`src/rtl/prog_rom1_1.sv`:
```
// -----------------------------------------------------------------------------
// prog_rom1_1
// Synchronous-read program ROM for the 18-bit RAT-style MCU.
//
// Holds a fixed 1024 x 18 program image. The program counter presents an
// address, and the instruction word is returned one clock later from an
// output register. The memory cannot be written.
//
// Ports
//   PROG_CLK   in   1            system clock, rising-edge active
//   RST        in   1            synchronous, active-high reset (clears PROG_IR)
//   PROG_ADDR  in   ADDR_WIDTH   instruction address from the program counter
//   PROG_IR    out  DATA_WIDTH   registered instruction word
// -----------------------------------------------------------------------------
module prog_rom1_1 #(
  parameter int ADDR_WIDTH = 10,
  parameter int DATA_WIDTH = 18
) (
  input  logic                  PROG_CLK,
  input  logic                  RST,
  input  logic [ADDR_WIDTH-1:0] PROG_ADDR,
  output logic [DATA_WIDTH-1:0] PROG_IR
);

  // Program image. The code begins at 0x40, the MCU reset vector; every other
  // location holds zero. The default branch covers the whole remaining
  // address space, so the decode is complete and needs no external file.
  function automatic logic [DATA_WIDTH-1:0] rom_word(
    input logic [ADDR_WIDTH-1:0] addr
  );
    logic [DATA_WIDTH-1:0] word;
    word = '0;
    case (int'(addr))
      'h040:   word = DATA_WIDTH'(18'h36105);
      'h041:   word = DATA_WIDTH'(18'h36203);
      'h042:   word = DATA_WIDTH'(18'h02108);
      'h043:   word = DATA_WIDTH'(18'h34120);
      'h044:   word = DATA_WIDTH'(18'h2A0A0);
      'h045:   word = DATA_WIDTH'(18'h08218);
      'h046:   word = DATA_WIDTH'(18'h08200);
      default: word = '0;
    endcase
    return word;
  endfunction

  // The declaration initialiser gives the power-up value (same as reset),
  // which FPGA flows honour for registers.
  logic [DATA_WIDTH-1:0] prog_ir_q = '0;

  // Only the output register is reset; the ROM image is constant and is left
  // untouched so the tools can still map it onto block or LUT ROM.
  // NOTE: non-blocking assignment keeps the register update race-free against
  // other clocked logic sampling PROG_IR on the same edge.
  always_ff @(posedge PROG_CLK) begin
    if (RST) begin
      prog_ir_q <= '0;
    end else begin
      prog_ir_q <= rom_word(PROG_ADDR);
    end
  end

  // Straight from the register: no combinational path from PROG_ADDR.
  assign PROG_IR = prog_ir_q;

endmodule

```
`config.mk`:
```
export PLATFORM = sky130hd
export DESIGN_NAME = prog_rom1_1
export DESIGN_NICKNAME = d
export VERILOG_FILES = /design/src/rtl/prog_rom1_1.sv
export SDC_FILE = /design/constraint.sdc
export NUM_CORES = 1
export LEC_CHECK = 0
export CAP_MARGIN = 20
export CORE_MARGIN = 10
export CORE_UTILIZATION = 36
export DETAILED_ROUTE_END_ITERATION = 6
export PLACE_DENSITY_LB_ADDON = 0.15
export SYNTH_ARGS = -nofsm -noshare
export SYNTH_HDL_FRONTEND = slang
export SYNTH_SLANG_ARGS = --single-unit
```
`constraint.sdc`:
```
create_clock -name PROG_CLK -period 1.2 [get_ports PROG_CLK]
set_input_delay 0.12 -clock PROG_CLK [delete_from_list [all_inputs] [get_ports PROG_CLK]]
set_output_delay 0.12 -clock PROG_CLK [all_outputs]
set_load 0.02 [all_outputs]
```
==> results.ini <==
[route]
vias = 493
drtIter0Drc = 3
vias_per_cell = 5.24
postRouteAntennaNets = 0
drc = 0
wire_per_inst_um = 16.6
drt_pass1_iterations = 4
routed_wl_mm = 1.56

[worst_setup_path]
slowest_stage = or4b_4
crit_path_start_kind = input port
cp_cell_sequence = dlygate4sd2_1 > or4b_4 > a2111oi_4
cp.arrival_ns = 1.36
worstSetupPathType = in2reg
worst_setup_path_end_kind = register
cp_max_fo = 7
cp_data_required_time_ns = 1.38
slowest_delay_ns = 0.64

[finish]
num-nets-final = 92
layout_commonest_cell = dlygate4sd2_1
insertedDiodeCount = 0
areaGrowthSynthToFinish_pct = 64.1
drive_gt1_share_pct = 29.1
fin_cells = 94
largest_reg_flops = 13
final_cell_area_um2 = 891
final_cell_mix = 22 x dlygate4sd2_1, 13 x dfxtp_1, 5 x nor4_2

[die]
rows = 13
die_w_um = 58.8
initial_utilization_pct = 39.7
die-area_mm2 = 0.00346
die_h_um = 58.8
design.core.area_mm2 = 0.00137
ios = 30

[clocking]
cts_buffer_depth = 2
cts_hold_buf = 0
cts-root-buf = clkbuf_4
clkSlewWorstSetupHoldPaths_ns = 0.08
cts_tree = built
cts_sinks = 13
cts_buffers = 3
htree_levels = 1
post_cts_buffers = 0

[synth]
synth_seq_cells = 13
yosys.area.top_type = dfxtp_1
seq_area_frac_synth_pct = 47.9
synth.cell_area_um2 = 543
synth_cell_type_count = 21
synth_warnings = 0
synth_top_area_share_pct = 47.9
syn-instance-count = 50
avgSynthCellArea_um2 = 10.9
synthTopCellsByArea = dfxtp_1 48%, buf_4 6.9%, nor4_1 5.8%, a2111oi_2 5.5%, a211oi_1 4.1%

[sta]
setup_viol = 0
fin_tns_setup_ns = 0
rsz0062_at_grt = no
tightest_slew_ns = 0.505
min_period_over_period_pct = 98.6
relSlewSlack_pct = 66.3
min_period_ns = 1.18
whs_ns = 0.317
max_freq_mhz = 845
finalMaxSlewViolations = 0
hold_viol = 0

[grt]
grt.overflow.total = 0
antenna_found_initial = 0
grtUsageTotal_pct = 9.64
grt_pass1_vias = 509
grt_max_degree = 10
grt_pass1_wl_mm = 2.53

[place]
port_buffers = 25
hpwlAfterDp_mm = 1.04
placed_cells = 89
place_area_um2 = 801
place.gp.congestion = 0.761

[flow_run]
max-cap-violations = 0

[power_and_ir_drop]
vdd_ir_drop_max_v = 0.000560
power_density_mw_per_mm2 = 916
finalPower_mw = 0.816
leakagePower_nw = 0.371

[worst_hold_path]
worstHoldPathType = in2reg

[run_status]
status = finished, final reports clean

[through the flow]
stage          setup WS, ns  util (%)
6_report             0.0164      65.2
5_1_grt             0.00584      65.2
4_1_cts              0.0210      63.8
3_5_place_dp         -0.433      58.6
3_3_place_gp         -0.401      58.6
2_1_floorplan        0.0532         -
[logic make-up after synthesis]
group | count (synthesis) | synth area share, %
adders and majority gates | 1 | 1.84
AOI/OAI and AO/OA | 5 | 9.68
other | 1 | 0.691
buffers and inverters | 9 | 11.1
DFF | 13 | 47.9
and+or+nand+nor | 21 | 28.8
[synthesized netlist by cell type]
cell / instances
nor2b_1: 1
or2_1: 1
maj3_1: 1
or3b_2: 2
nor4_1: 5
nor3_1: 1
or4_1: 1
buf_6: 1
or2_2: 1
clkbuf_1: 3
nand2b_1: 2
dfxtp_1: 13
nor4_2: 1
a2111oi_2: 2
or3_1: 1
nor4b_1: 1
a211oi_1: 3
or4b_4: 1
buf_4: 5
nand3b_1: 3
conb_1: 1
[what timing repair did]
action / CTS / global route
gates resized for setup: 31 / 3
setup endpoints to repair: 25 / 2
pin swaps: 4 / 0
cloned: 1 / 0
[report_power, final]
group	internal, mW	total, mW	switching [mW]
clock network	0.129	0.259	0.131
registers	0.431	0.431	0.000101
logic	0.0533	0.125	0.0718
[worst max-delay path, delay by kind of cell]
family	cells	cell delay (ns)
simple gates	1	0.64
compound gates	1	0.33
buf+inv	1	0.26
[cell type report]
| cell class | count | area (µm²) |
|---|---|---|
| fill | 127 | 475 |
| multi-input combinational | 32 | 322 |
| sequential | 13 | 260 |
| clock buffer | 4 | 26.3 |
| tap | 15 | 18.8 |
| timing repair buffer | 30 | 264 |
[worst paths after layout]
kind,from,end,slack (ns),cells after the start
max,PROG_ADDR[7],PROG_IR[15]$_SDFF_PP0_,0.02,3
min,RST,PROG_IR[5]$_SDFF_PP0_,0.32,3
[per-layer routing]
metal  up-vias  track usage [%]  wire length (µm)
li1        242                -                 -
met1       228             9.48               660
met2        21             15.6               756
met3         2             4.51               115
met4         0             6.89                27
met5         -                0                 0
Power figures use the tool's default switching activity.
